[config.mk]
export PLATFORM = sky130hd
export DESIGN_NAME = hall_decoder
export DESIGN_NICKNAME = d
export VERILOG_FILES = /design/src/rtl/hall_pkg.sv /design/src/rtl/hall_filter.sv /design/src/rtl/hall_decoder.sv
export SDC_FILE = /design/constraint.sdc
export NUM_CORES = 1
export LEC_CHECK = 0
export CAP_MARGIN = 20
export CORE_MARGIN = 4
export CORE_UTILIZATION = 47
export CTS_CLUSTER_DIAMETER = 60
export DETAILED_ROUTE_END_ITERATION = 10
export GPL_TIMING_DRIVEN = 0
export PLACE_DENSITY = 0.66
export SLEW_MARGIN = 20
export SYNTH_ARGS = -nofsm -noshare
export SYNTH_HDL_FRONTEND = slang
export SYNTH_SLANG_ARGS = --single-unit
[constraint.sdc]
create_clock -name clk -period 11.6 [get_ports clk]
set_clock_uncertainty 0.05 [all_clocks]
set_input_delay 2.32 -clock clk [delete_from_list [all_inputs] [get_ports clk]]
set_output_delay 2.32 -clock clk [all_outputs]
set_load 0.01 [all_outputs]
[src/rtl/hall_pkg.sv]
// Shared hall-sensor definitions: sector lookup, invalid codes, direction
// encoding and the per-edge event classification used by the decoder.
package hall_pkg;

    // Codes that can never come from a healthy 120-degree hall set.
    localparam logic [2:0] HALL_INV_LO = 3'b000;
    localparam logic [2:0] HALL_INV_HI = 3'b111;

    // Direction encoding, identical to the gate driver's d input.
    localparam logic FWD = 1'b1;
    localparam logic REV = 1'b0;

    // What a filtered code change means to the decoder.
    typedef enum logic [2:0] {
        EV_NONE,   // nothing to do
        EV_LOAD,   // first valid code since reset: sector learned
        EV_FWD,    // one sector forward
        EV_REV,    // one sector backward
        EV_SKIP,   // jumped two or more sectors
        EV_BAD     // 000 or 111
    } hall_evt_e;

    function automatic logic hall_code_valid(input logic [2:0] code);
        return (code != HALL_INV_LO) && (code != HALL_INV_HI);
    endfunction

    // Commutation order for d = 1: 1,3,2,6,4,5 -> sectors 0..5.
    function automatic logic [2:0] hall_sector(input logic [2:0] code);
        logic [2:0] s;
        case (code)
            3'd1:    s = 3'd0;
            3'd3:    s = 3'd1;
            3'd2:    s = 3'd2;
            3'd6:    s = 3'd3;
            3'd4:    s = 3'd4;
            3'd5:    s = 3'd5;
            default: s = 3'd0;
        endcase
        return s;
    endfunction

    // (to - from) mod 6 for sectors in 0..5. When to < from the 3-bit
    // difference wraps mod 8, so adding 6 (mod 8) lands on the mod-6 result.
    function automatic logic [2:0] hall_delta(input logic [2:0] from,
                                              input logic [2:0] to);
        return (to >= from) ? (to - from) : (to - from + 3'd6);
    endfunction

endpackage

[src/rtl/hall_filter.sv]
// Synchroniser plus stability filter for the raw hall bus. A new code is
// accepted only after FILT_CYCLES consecutive identical synchronised samples.
module hall_filter
    import hall_pkg::*;
#(
    parameter int unsigned SYNC_STAGES = 2,
    parameter int unsigned FILT_CYCLES = 8
) (
    input  logic       clk,
    input  logic       rst_n,
    input  logic [2:0] h_raw_i,
    output logic [2:0] h_filt_o,
    output logic       h_chg_o
);

    localparam int unsigned CNT_W = $clog2(FILT_CYCLES + 1);

    logic [SYNC_STAGES-1:0][2:0] sync_q;
    logic [2:0]                  h_sync;
    logic [2:0]                  cand_q, cand_d;
    logic [CNT_W-1:0]            cnt_q, cnt_d;
    logic [CNT_W-1:0]            run_len;
    logic [2:0]                  filt_q, filt_d;
    logic                        chg_q, chg_d;

    assign h_sync   = sync_q[SYNC_STAGES-1];
    assign h_filt_o = filt_q;
    assign h_chg_o  = chg_q;

    // Metastability chain: the raw bus is asynchronous to clk.
    always_ff @(posedge clk or negedge rst_n) begin
        if (!rst_n) begin
            sync_q <= '0;
        end else begin
            sync_q <= {sync_q[SYNC_STAGES-2:0], h_raw_i};
        end
    end

    // Run-length count of the candidate; a change of code restarts it and a
    // return to the accepted code abandons it.
    always_comb begin
        cand_d  = cand_q;
        cnt_d   = cnt_q;
        filt_d  = filt_q;
        chg_d   = 1'b0;
        run_len = '0;
        if (h_sync == filt_q) begin
            cand_d = h_sync;
            cnt_d  = '0;
        end else begin
            run_len = (h_sync != cand_q) ? CNT_W'(1) : cnt_q + CNT_W'(1);
            cand_d  = h_sync;
            if (run_len >= CNT_W'(FILT_CYCLES)) begin
                filt_d = h_sync;
                chg_d  = 1'b1;
                cnt_d  = '0;
            end else begin
                cnt_d = run_len;
            end
        end
    end

    // Filter state registers.
    always_ff @(posedge clk or negedge rst_n) begin
        if (!rst_n) begin
            cand_q <= '0;
            cnt_q  <= '0;
            filt_q <= '0;
            chg_q  <= 1'b0;
        end else begin
            cand_q <= cand_d;
            cnt_q  <= cnt_d;
            filt_q <= filt_d;
            chg_q  <= chg_d;
        end
    end

endmodule

[src/rtl/hall_decoder.sv]
// Hall decoder: turns filtered hall codes into step pulses, direction, a
// signed position count, step period and stall/error flags for one motor.
module hall_decoder
    import hall_pkg::*;
#(
    parameter int unsigned          SYNC_STAGES = 2,
    parameter int unsigned          FILT_CYCLES = 8,
    parameter int unsigned          PERIOD_W    = 24,
    parameter int unsigned          POS_W       = 16,
    parameter logic [PERIOD_W-1:0]  TIMEOUT     = {PERIOD_W{1'b1}}
) (
    input  logic                clk,
    input  logic                rst_n,
    input  logic [2:0]          h_raw,
    input  logic                clr,
    output logic [2:0]          h_filt,
    output logic                step,
    output logic                dir,
    output logic [POS_W-1:0]    position,
    output logic [PERIOD_W-1:0] period,
    output logic                period_valid,
    output logic                stalled,
    output logic                hall_err
);

    logic [2:0]          filt;
    logic                h_chg;
    logic [2:0]          new_sec;
    logic [2:0]          delta;
    hall_evt_e           evt;
    logic                is_step;
    logic                step_dir;

    logic [2:0]          sec_q, sec_d;
    logic                known_q, known_d;
    logic [POS_W-1:0]    pos_q, pos_d;
    logic                dir_q, dir_d;
    logic                step_q, step_d;
    logic                err_q, err_d;
    logic [PERIOD_W-1:0] cnt_q, cnt_d;
    logic [PERIOD_W-1:0] per_q, per_d;
    logic                pv_q, pv_d;
    logic                stall_q, stall_d;
    logic                prev_q, prev_d;   // a step has happened since reset

    hall_filter #(
        .SYNC_STAGES (SYNC_STAGES),
        .FILT_CYCLES (FILT_CYCLES)
    ) u_filter (
        .clk      (clk),
        .rst_n    (rst_n),
        .h_raw_i  (h_raw),
        .h_filt_o (filt),
        .h_chg_o  (h_chg)
    );

    assign h_filt       = filt;
    assign step         = step_q;
    assign dir          = dir_q;
    assign position     = pos_q;
    assign period       = per_q;
    assign period_valid = pv_q;
    assign stalled      = stall_q;
    assign hall_err     = err_q;

    // Classify the code change presented by the filter this cycle.
    always_comb begin
        evt     = EV_NONE;
        new_sec = hall_sector(filt);
        delta   = hall_delta(sec_q, new_sec);
        if (h_chg) begin
            if (!hall_code_valid(filt)) begin
                evt = EV_BAD;
            end else if (!known_q) begin
                evt = EV_LOAD;
            end else begin
                case (delta)
                    3'd0:    evt = EV_NONE;
                    3'd1:    evt = EV_FWD;
                    3'd5:    evt = EV_REV;
                    default: evt = EV_SKIP;
                endcase
            end
        end
        is_step  = (evt == EV_FWD) || (evt == EV_REV);
        step_dir = (evt == EV_FWD) ? FWD : REV;
    end

    // Next-state for sector, position, period and stall tracking.
    always_comb begin
        sec_d   = sec_q;
        known_d = known_q;
        pos_d   = pos_q;
        dir_d   = dir_q;
        step_d  = 1'b0;
        err_d   = 1'b0;
        per_d   = per_q;
        pv_d    = pv_q;
        stall_d = stall_q;
        prev_d  = prev_q;

        // Cycles since the last step, saturating.
        if (is_step) begin
            cnt_d = PERIOD_W'(1);
        end else if (&cnt_q) begin
            cnt_d = cnt_q;
        end else begin
            cnt_d = cnt_q + PERIOD_W'(1);
        end

        case (evt)
            EV_BAD: begin
                err_d = 1'b1;
            end
            EV_LOAD: begin
                sec_d   = new_sec;
                known_d = 1'b1;
            end
            EV_SKIP: begin
                err_d = 1'b1;
                sec_d = new_sec;
                pv_d  = 1'b0;
            end
            EV_FWD, EV_REV: begin
                sec_d   = new_sec;
                step_d  = 1'b1;
                dir_d   = step_dir;
                per_d   = cnt_q;
                // Only a second consecutive same-direction step out of a
                // running (non-stalled) state yields a trustworthy period.
                pv_d    = prev_q && (step_dir == dir_q) && !stall_q;
                prev_d  = 1'b1;
                stall_d = 1'b0;
            end
            default: ;
        endcase

        // clr wins over a same-cycle step.
        if (clr) begin
            pos_d = '0;
        end else if (evt == EV_FWD) begin
            pos_d = pos_q + POS_W'(1);
        end else if (evt == EV_REV) begin
            pos_d = pos_q - POS_W'(1);
        end

        if (!is_step && (cnt_q == TIMEOUT)) begin
            stall_d = 1'b1;
            pv_d    = 1'b0;
            per_d   = '1;
        end
    end

    // Decoder state registers; stalled comes out of reset asserted.
    always_ff @(posedge clk or negedge rst_n) begin
        if (!rst_n) begin
            sec_q   <= '0;
            known_q <= 1'b0;
            pos_q   <= '0;
            dir_q   <= 1'b0;
            step_q  <= 1'b0;
            err_q   <= 1'b0;
            cnt_q   <= '0;
            per_q   <= '0;
            pv_q    <= 1'b0;
            stall_q <= 1'b1;
            prev_q  <= 1'b0;
        end else begin
            sec_q   <= sec_d;
            known_q <= known_d;
            pos_q   <= pos_d;
            dir_q   <= dir_d;
            step_q  <= step_d;
            err_q   <= err_d;
            cnt_q   <= cnt_d;
            per_q   <= per_d;
            pv_q    <= pv_d;
            stall_q <= stall_d;
            prev_q  <= prev_d;
        end
    end

endmodule

Word-level counts from Yosys, hierarchy flattened
Cells that the tools add are included.
{"block": "op_classes", "n_addsub": 6, "magnitude_cmp": 2, "eq_ne": 18, "n_mux": 25, "bitwise_logic": 1, "reduce_logical": 17}
{"operator": "two-way mux 24 bit", "n": 4}
{"operator": "two-way mux 16 bit", "n": 3}
{"operator": "adder 24 x 1 -> 24 bit (second input constant)", "n": 1}
{"operator": "== test 24 bit (second input constant)", "n": 1}
{"operator": "AND reduction 24 bit", "n": 1}
{"operator": "== test 3 bit (second input constant)", "n": 6}
{"operator": "adder 16 x 1 -> 16 bit (second input constant)", "n": 1}
{"operator": "subtractor 16 x 1 -> 16 bit (second input constant)", "n": 1}
{"operator": "case mux 3 bit (5 select lines)", "n": 1}
{"operator": "== test 3 x 2 -> 1 bit (second input constant)", "n": 4}
{"operator": "two-way mux 3 bit", "n": 4}
{"operator": "two-way mux 4 bit", "n": 3}
{"operator": "case mux 3 bit (3 select lines)", "n": 1}
{"operator": "nonzero test 3 bit", "n": 3}
{"operator": "two-way mux 1 bit", "n": 8}
{"operator": "== test 3 x 1 -> 1 bit (second input constant)", "n": 2}
{"operator": "adder 4 x 1 -> 4 bit (second input constant)", "n": 1}
{"operator": ">= comparator 4 bit (second input constant)", "n": 1}
{"operator": "logical AND 1 bit", "n": 4}
{"operator": "OR reduction 2 bit", "n": 2}
{"operator": "OR reduction 4 bit", "n": 1}
{"operator": "adder 3 bit (second input constant)", "n": 1}
{"operator": "== test 3 bit", "n": 1}
{"operator": ">= comparator 3 bit", "n": 1}
{"operator": "12 further kinds", "n": 13}
{"block": "word_totals", "regBits": 91, "in_bits": 6, "output_inout_bits": 48}

Longest topological paths before layout
Gate-level depths: netlist of the first run.
{"block": "depth", "ltp_word": 17, "ltp_mapped": 19}

Hierarchy
Synthesis of the first run repeated with hierarchy kept, for this count alone.
{"block": "unflattened", "cells_unflattened": 448, "hier_area_um2": 4695.8}
{"mod": "hall_decoder", "n_inst": 1, "cells_each": 406, "area_each_um2": 4081.4, "seq_area_each_um2": 1853.0}
{"mod": "hall_filter", "n_inst": 1, "cells_each": 42, "area_each_um2": 614.3, "seq_area_each_um2": 425.4}

Worst setup path before layout of the first run
Ideal clock, no wire load.
{"block": "synth_path", "path_kind": "flip-flop to flip-flop", "startpoint": "register u_filter.filt_q[1], in the netlist u_filter.h_filt_o[1]", "endpoint": "register pos_q[15], in the netlist position[15]", "arrival_time_ns": 4.346, "required_ns": 11.425, "path_slack_ns": 7.079, "stages_incl_launch_ff": 19, "cell_sequence": "dfrtp_1 clkbuf_1 xor2_1 a21oi_1 ha_1 inv_1 fa_1 xor2_1 nand3_2 inv_2 nand2_1 ha_1 a211oi_1 o21ai_1 o2111ai_1 nand3_1 o22ai_1 mux2i_1 mux2_2"}
{"block": "synth_via", "elab_chain_cells": 13, "elab_cells_between_ends": 25, "cone_classes": "add/sub: 2; order compare: 1; eq/ne: 10; mux: 8; reduce/logical: 4"}
{"item": "start: declaration", "line_no": "hall_filter.sv:23", "source": "logic [2:0] filt_q, filt_d;"}
{"item": "start signal: assignment", "line_no": "hall_filter.sv:73", "source": "filt_q <= filt_d;"}
{"item": "== test 3 bit or == test 3 x 2 -> 1 bit (tied branches)", "line_no": "hall_pkg.sv:30", "source": "case (code)"}
{"item": "case mux 3 bit (5 select lines)", "line_no": "hall_pkg.sv:30"}
{"item": "subtractor 3 bit", "line_no": "hall_pkg.sv:46", "source": "return (to >= from) ? (to - from) : (to - from + 3'd6);"}
{"item": "adder 3 bit", "line_no": "hall_pkg.sv:46"}
{"item": "two-way mux 3 bit", "line_no": "hall_pkg.sv:46"}
{"item": "== test 3 bit, or another cell as far along", "line_no": "hall_decoder.sv:77", "source": "case (delta)"}
{"item": "case mux 3 bit (3 select lines)", "line_no": "hall_decoder.sv:77"}
{"item": "two-way mux 3 bit", "line_no": "hall_decoder.sv:74", "source": "end else if (!known_q) begin"}
{"item": "two-way mux 3 bit (*)", "line_no": "hall_decoder.sv:72", "source": "if (!hall_code_valid(filt)) begin"}
{"item": "two-way mux 3 bit (*)", "line_no": "hall_decoder.sv:71", "source": "if (h_chg) begin"}
{"item": "== test 3 x 2 -> 1 bit", "line_no": "hall_decoder.sv:141", "source": "end else if (evt == EV_FWD) begin"}
{"item": "two-way mux 16 bit", "line_no": "hall_decoder.sv:141"}
{"item": "two-way mux 16 bit", "line_no": "hall_decoder.sv:139", "source": "if (clr) begin"}
{"item": "end signal: assignment", "line_no": "hall_decoder.sv:171", "source": "pos_q <= pos_d;"}
{"item": "end: declaration", "line_no": "hall_decoder.sv:36", "source": "logic [POS_W-1:0] pos_q, pos_d;"}
Mark *: on every way between the ends. The rest lies on a longest branch, timed or not.
A chain may end at the register's enable or synchronous reset.

Final worst setup path of the first run
Same ends and word-level chain as after synthesis.

==> results of run 1 <==
==> report_power, final <==
group / internal, mW / switching [mW] / total [mW]
sequential: 0.356 / 0.0365 / 0.393
combinational: 0.128 / 0.157 / 0.285
clock: 0.0840 / 0.128 / 0.211
==> layout make-up <==
cell class / count / area [um2] / area share (%)
Inverter: 12 / 45.04 / 0.8148
Tap cell: 129 / 161.4 / 2.920
Timing Repair Buffer: 54 / 559.3 / 10.12
Buffer: 19 / 98.84 / 1.788
Multi-Input combinational cell: 350 / 2193 / 39.68
Clock inverter: 7 / 67.56 / 1.222
Sequential cell: 91 / 2278 / 41.22
Clock buffer: 9 / 123.9 / 2.241
==> flip-flops by register name, summed over array words and instances, names as in the netlist, 3 cells and up <==
name,cells
period,24
sec_q,3
position,16
u_filter.cand_q,3
u_filter.h_filt_o,3
u_filter.sync_q,3
u_filter.cand_d,3
cnt_q,24
u_filter.cnt_q,4
==> path summary, 6_finish.rpt <==
check,endpoint,slack (ps),cells after the start
hold reg to reg,u_filter.cand_d[2],310,0
max in group asynchronous,stalled,9100,2
min in group asynchronous,u_filter.sync_q[0],1770,1
setup reg to reg,position[15],6330,18
setup / recovery,position[15],6330,18
hold / removal,u_filter.cand_d[2],310,0
==> synthesized netlist by cell type (3+ instances only) <==
library cell,instances
sky130_fd_sc_hd__mux2i_1,3
sky130_fd_sc_hd__nor3_1,5
sky130_fd_sc_hd__nor2_1,38
sky130_fd_sc_hd__a21oi_1,25
sky130_fd_sc_hd__nor2b_1,6
sky130_fd_sc_hd__mux2_2,4
sky130_fd_sc_hd__ha_1,21
sky130_fd_sc_hd__and3_1,3
sky130_fd_sc_hd__a31oi_1,4
sky130_fd_sc_hd__xnor2_1,13
sky130_fd_sc_hd__o21ai_0,35
sky130_fd_sc_hd__nand3_1,16
sky130_fd_sc_hd__a211oi_1,4
sky130_fd_sc_hd__buf_2,7
sky130_fd_sc_hd__nand4_1,5
sky130_fd_sc_hd__clkbuf_1,9
sky130_fd_sc_hd__or3_1,3
sky130_fd_sc_hd__xor2_1,30
sky130_fd_sc_hd__dfrtp_1,90
sky130_fd_sc_hd__nand2b_1,3
sky130_fd_sc_hd__o21a_1,4
sky130_fd_sc_hd__nand2_1,86
sky130_fd_sc_hd__a21o_1,5
sky130_fd_sc_hd__inv_1,11
sky130_fd_sc_hd__nand4b_1,3
==> worst max-delay path: stages (launching register included) <==
cell,delay (ps)
sky130_fd_sc_hd__dfrtp_1,390
sky130_fd_sc_hd__clkbuf_1,190
sky130_fd_sc_hd__xor2_1,200
sky130_fd_sc_hd__a21oi_1,220
sky130_fd_sc_hd__ha_1,190
sky130_fd_sc_hd__inv_1,50
sky130_fd_sc_hd__fa_1,490
sky130_fd_sc_hd__xor2_1,310
sky130_fd_sc_hd__nand3_2,260
sky130_fd_sc_hd__inv_2,120
sky130_fd_sc_hd__nand2_1,460
sky130_fd_sc_hd__ha_1,520
sky130_fd_sc_hd__a211oi_1,220
sky130_fd_sc_hd__o21ai_1,170
sky130_fd_sc_hd__o2111ai_1,280
sky130_fd_sc_hd__nand3_1,180
sky130_fd_sc_hd__o22ai_1,220
sky130_fd_sc_hd__mux2i_1,260
sky130_fd_sc_hd__mux2_2,360
==> per-layer routing <==
layer	track usage (%)	up-vias	share of wire, %
li1	-	1754	-
met1	23.92	1680	47
met2	29.27	40	49
met3	3.432	10	2.7
met4	5.205	0	1.1
met5	0	-	0
==> logic make-up (layout without fill, tap and decap cells) <==
kind of cell / Yosys count / after routing
compound gates: 90 / 90
xor+xnor: 43 / 43
fa+ha+maj: 23 / 23
buf+inv: 31 / 101
flops: 91 / 91
mux: 7 / 7
other cells: 1 / 1
simple gates: 186 / 186
==> metrics.log, run 1 <==
INFO  metric grt_max_degree = 63
INFO  metric via_count_of_the_first_global_routing_pass = 3450
INFO  metric pwr_density_cell = 160.9 nW/um2
INFO  metric worst_slew_pin_slew = 751.6 ps
INFO  metric detail_route.wl_per_cell = 14.01 um
INFO  metric worst_path_setup_slack_after_routing = 6330 ps
INFO  metric post-place-ws = 6381 ps
INFO  metric synth.yosys.warnings = 0
INFO  metric post_synth_arst_share = 100.0%
INFO  metric grt_setup_unrepaired = no
INFO  metric final_layout_size_suffix_gt1_share = 8.303%
INFO  metric dp.cells = 655
INFO  metric fin_area = 5528 um2
INFO  metric gp_congestion = 0.8035
INFO  metric min_path_type = flip-flop to flip-flop
INFO  metric number_of_antenna_violations_at_the_first_check_in_global_routing = 0
INFO  metric wl = 9.404 mm
INFO  metric worst_skew_pair.late_latency = 360 ps
INFO  metric dp_hpwl = 6.679 mm
INFO  metric synth_compound_gate_area_share = 11.49%
INFO  metric row_count = 35
INFO  metric hold_path.startpoint = u_filter.sync_q[2]
INFO  metric mostFrequentLayoutCells = sky130_fd_sc_hd__dfrtp_1, sky130_fd_sc_hd__nand2_1, sky130_fd_sc_hd__clkdlybuf4s50_1
INFO  metric final_common_cell = sky130_fd_sc_hd__dfrtp_1
INFO  metric drv.max_cap_violation_count = 0
INFO  metric ys_dominant_reg_cell = sky130_fd_sc_hd__dfrtp_1
INFO  metric postPlaceCellArea = 5336 um2
INFO  metric htree_levels = 3
INFO  metric global_route_wire_length_before_repair = 16.42 mm
INFO  metric cts_tree = built
INFO  metric cts_buffers = 9
INFO  metric netlist.area_leader.share = 48.79%
INFO  metric detail_route.iter0.violations = 138
INFO  metric clockBufferDepth = 2
INFO  metric tritoncts_num_sinks = 91
INFO  metric detailroute.via_count = 3484
INFO  metric yosysUniqueCellTypes = 57
INFO  metric synth.largest_area_cell = sky130_fd_sc_hd__dfrtp_1
INFO  metric final_core_util = 58.71%
INFO  metric final_cells = 671
INFO  metric postCtsResizedCells = 0
INFO  metric report.final.hold_viol_count = 0
INFO  metric num_antenna_cells = 0
INFO  metric critPathCaptureType = flip-flop
INFO  metric syn_inst = 472
INFO  metric synthesis.area = 4616 um2
INFO  metric placement.io_buffers = 53
INFO  metric worst_setup_path_start_kind = flip-flop
INFO  metric yosys.area_share.adder = 6.560%
INFO  metric syn-num-nets = 501
INFO  metric layout.nets = 566
INFO  metric worst-endpoint-required = 11800 ps
INFO  metric cts_post_setup_buffers_inserted = 0
INFO  metric globalRoute.totalOverflow = 0
INFO  metric peak_freq = 0.1897 GHz
INFO  metric xor_and_xnor_fraction_of_the_mapped_netlist_area = 8.159%
INFO  metric floorplan.io_pins = 54
INFO  metric layout-area-overhead-vs-synth = 19.76%
INFO  metric drc = 0
INFO  metric synth_seq_area_share = 49.36%
INFO  metric critPathKind = flip-flop to flip-flop
INFO  metric holdBufCountCts = 0
INFO  metric height_of_the_chip = 107.1 um
INFO  metric vias_per_cell = 5.192
INFO  metric power_leakage = 2.594 nW
INFO  metric die_area = 11470 um2
INFO  metric grt.total_usage = 17.80%
INFO  metric antenna_violating_nets_post_route = 0
INFO  metric drt_pre_antenna_iters = 4
INFO  metric finalSetupViolations = 0
INFO  metric timing.rr.start = u_filter.h_filt_o[1]
INFO  metric multiplexer_area_fraction_after_synthesis = 1.626%
INFO  metric crit_path_start = u_filter.h_filt_o[1]
INFO  metric timing.final.crit_period = 5270 ps
INFO  metric final_layout_worst_hold_slack = 307.1 ps
INFO  metric die_w = 107.1 um
INFO  metric syn_area_per_cell = 9.779 um2
INFO  metric vdd_drop_max = 0.06408 mV
INFO  metric period_utilization = 45.43%
INFO  metric synth_top_family_by_area = simple AND/OR/NAND/NOR gates
INFO  metric ctsRootBufferMaster = sky130_fd_sc_hd__clkbuf_8
INFO  metric synth-simple-area-share = 19.60%
INFO  metric placeableCoreArea = 9415 um2
INFO  metric synth-seq-cells = 91
INFO  metric start_util = 49.02%
INFO  metric synth_edf_count = 0
INFO  metric finalPower = 0.8896 mW
INFO  metric crit_path_arrival_time = 5470 ps
INFO  metric post_synth_main_area_contributors = sky130_fd_sc_hd__dfrtp_1, sky130_fd_sc_hd__nand2_1, sky130_fd_sc_hd__ha_1, sky130_fd_sc_hd__xor2_1, sky130_fd_sc_hd__o21ai_0
INFO  metric status = finished, final reports clean
INFO  metric worstPathMaxFanout = 19
INFO  metric totalNegativeSetupSlack = 0 ps
INFO  metric filler_cell_count = 825
INFO  metric maxSlewViolCount = 0
INFO  metric clk_transition_reported_paths = 100 ps
INFO  metric relSlewSlack = 49.77%
Power figures use the tool's default switching activity.
==> inputs of run 2 (changes only) <==
==> constraint.sdc (replaced) <==
create_clock -name clk -period 5.4 [get_ports clk]
set_clock_uncertainty 0.05 [all_clocks]
set_input_delay 1.08 -clock clk [delete_from_list [all_inputs] [get_ports clk]]
set_output_delay 1.08 -clock clk [all_outputs]
set_load 0.01 [all_outputs]
==> run 2 against run 1 <==
Effect of this change:
- worst hold slack is the same
- fmax grew 11%
- highest routed layer unchanged
- global-route usage is the same
- critical path depth is the same
- flip-flop and latch count is the same
- clock power grew 120%
==> metrics.log, run 2 (synthesized netlist as in run 1, its figures left out) <==
INFO  metric status = finished, final reports clean
INFO  metric grt_setup_unrepaired = no
INFO  metric floorplan.io_pins = 54
INFO  metric crit_path_cells = clkbuf_1 -> xor2_1 -> a21oi_1 -> ha_1 -> inv_1 -> fa_1 -> xor2_1 -> nand3_2 -> inv_2 -> nand2_4 -> ha_1 -> a211oi_1 -> o21ai_1 -> o2111ai_1 -> nand3_1 -> o22ai_1 -> mux2i_1 -> mux2_2
INFO  metric clk_transition_reported_paths = 100 ps
INFO  metric final_core_util = 58.75%
INFO  metric maxSlewViolCount = 0
INFO  metric placement.io_buffers = 53
INFO  metric vdd_drop_max = 0.1371 mV
INFO  metric use_met3 = 3.432%
INFO  metric postPlaceCellArea = 5336 um2
INFO  metric final_common_cell = sky130_fd_sc_hd__dfrtp_1
INFO  metric cpPeakStageDelay = 490 ps
INFO  metric drt_pre_antenna_iters = 4
INFO  metric grt_busiest_layer = met2
INFO  metric detail_route.wl_per_cell = 14.01 um
INFO  metric use_met2 = 29.27%
INFO  metric ctsRootBufferMaster = sky130_fd_sc_hd__clkbuf_8
INFO  metric die_area = 11470 um2
INFO  metric finalSetupViolations = 0
INFO  metric critPathCaptureType = flip-flop
INFO  metric grt.total_usage = 17.80%
INFO  metric layout-area-overhead-vs-synth = 19.84%
INFO  metric worst-endpoint-required = 5600 ps
INFO  metric dp_hpwl = 6.679 mm
INFO  metric drv.max_cap_violation_count = 0
INFO  metric pwr_density_cell = 345.1 nW/um2
INFO  metric gp_congestion = 0.8035
INFO  metric crit_path_arrival_time = 4970 ps
INFO  metric tritoncts_num_sinks = 91
INFO  metric cts_tree = built
INFO  metric cts_buffers = 9
INFO  metric peak_freq = 0.2097 GHz
INFO  metric antenna_violating_nets_post_route = 0
INFO  metric timing.final.crit_period = 4768 ps
INFO  metric worst_skew_pair.late_latency = 370 ps
INFO  metric final_layout_size_suffix_gt1_share = 8.503%
INFO  metric grt_max_degree = 63
INFO  metric num_antenna_cells = 0
INFO  metric layout.nets = 565
INFO  metric period_utilization = 88.30%
INFO  metric detail_route.iter0.violations = 130
INFO  metric vias_per_cell = 5.185
INFO  metric timing.critical_path.slowest_stage_cell = sky130_fd_sc_hd__fa_1
INFO  metric number_of_antenna_violations_at_the_first_check_in_global_routing = 0
INFO  metric area_occupied_by_multi_input_gates = 2201 um2
INFO  metric mostFrequentLayoutCells = sky130_fd_sc_hd__dfrtp_1, sky130_fd_sc_hd__nand2_1, sky130_fd_sc_hd__clkdlybuf4s50_1
INFO  metric htree_levels = 3
INFO  metric report.final.hold_viol_count = 0
INFO  metric placeableCoreArea = 9415 um2
INFO  metric die_w = 107.1 um
INFO  metric clockBufferDepth = 2
INFO  metric final_layout_worst_hold_slack = 307.1 ps
INFO  metric crit_path_start = u_filter.h_filt_o[2]
INFO  metric worst_path_setup_slack_after_routing = 631.8 ps
INFO  metric detailroute.via_count = 3474
INFO  metric holdBufCountCts = 0
INFO  metric min_path_type = flip-flop to flip-flop
INFO  metric row_count = 35
INFO  metric fin_area = 5532 um2
INFO  metric post-place-ws = 180.8 ps
INFO  metric wl = 9.385 mm
INFO  metric worst_setup_path_start_kind = flip-flop
INFO  metric filler_cell_count = 824
INFO  metric power_leakage = 2.595 nW
INFO  metric height_of_the_chip = 107.1 um
INFO  metric final_cells = 670
INFO  metric worst_path_top_cell_family_by_delay = compound AO/OA/AOI/OAI gates
INFO  metric hold_path.startpoint = u_filter.sync_q[2]
INFO  metric globalRoute.totalOverflow = 0
INFO  metric critPathKind = flip-flop to flip-flop
INFO  metric timing.rr.start = u_filter.h_filt_o[2]
INFO  metric worstPathMaxFanout = 19
INFO  metric finalPower = 1.909 mW
INFO  metric combined_flip_flop_and_latch_cell_area = 2278 um2
INFO  metric via_count_of_the_first_global_routing_pass = 3450
INFO  metric buffers_plus_inverters_on_the_worst_setup_path = 3
INFO  metric global_route_wire_length_before_repair = 16.42 mm
INFO  metric grtUsageMet1 = 23.92%
INFO  metric totalNegativeSetupSlack = 0 ps
INFO  metric dp.cells = 655
INFO  metric drc = 0
INFO  metric start_util = 49.02%
[run 2: cell count changes in the layout (fill, tap and decap cells not counted)]
cell,delta
sky130_fd_sc_hd__nand2_4,+1
sky130_fd_sc_hd__nand2_1,-1
sky130_fd_sc_hd__clkbuf_1,-1
[run 2: cell type report]
cell class	count	area share [%]
Multi-Input combinational cell	350	39.79
Sequential cell	91	41.19
Buffer	18	1.719
Clock inverter	7	1.221
Inverter	12	0.8143
Tap cell	129	2.918
Clock buffer	9	2.239
Timing Repair Buffer	54	10.11
[run 2: where the power goes]
part / switching (mW) / internal (mW)
Combinational: 0.332 / 0.274
Sequential: 0.0834 / 0.766
Clock: 0.274 / 0.180
Total: 0.689 / 1.22
[run 2: final timing paths]
kind	to	slack (ps)	cells past startpoint
max	position[15]	630	18
min	u_filter.cand_d[2]	310	0
max reg2reg	position[15]	630	18
min reg2reg	u_filter.cand_d[2]	310	0
max in group asynchronous	stalled	4140	2
min in group asynchronous	u_filter.sync_q[0]	530	1
[run 2: routing by layer]
metal	wire, um	vias to the layer above
met2	4585	42
met5	0	-
met4	108	0
met3	277	10
met1	4413	1676
li1	-	1746
[run 2: repair_timing]
| item | CTS | global route |
|---|---|---|
| buffers inserted | 0 | 0 |
| gates resized for setup | 0 | 2 |
| setup endpoints to repair | 0 | 4 |
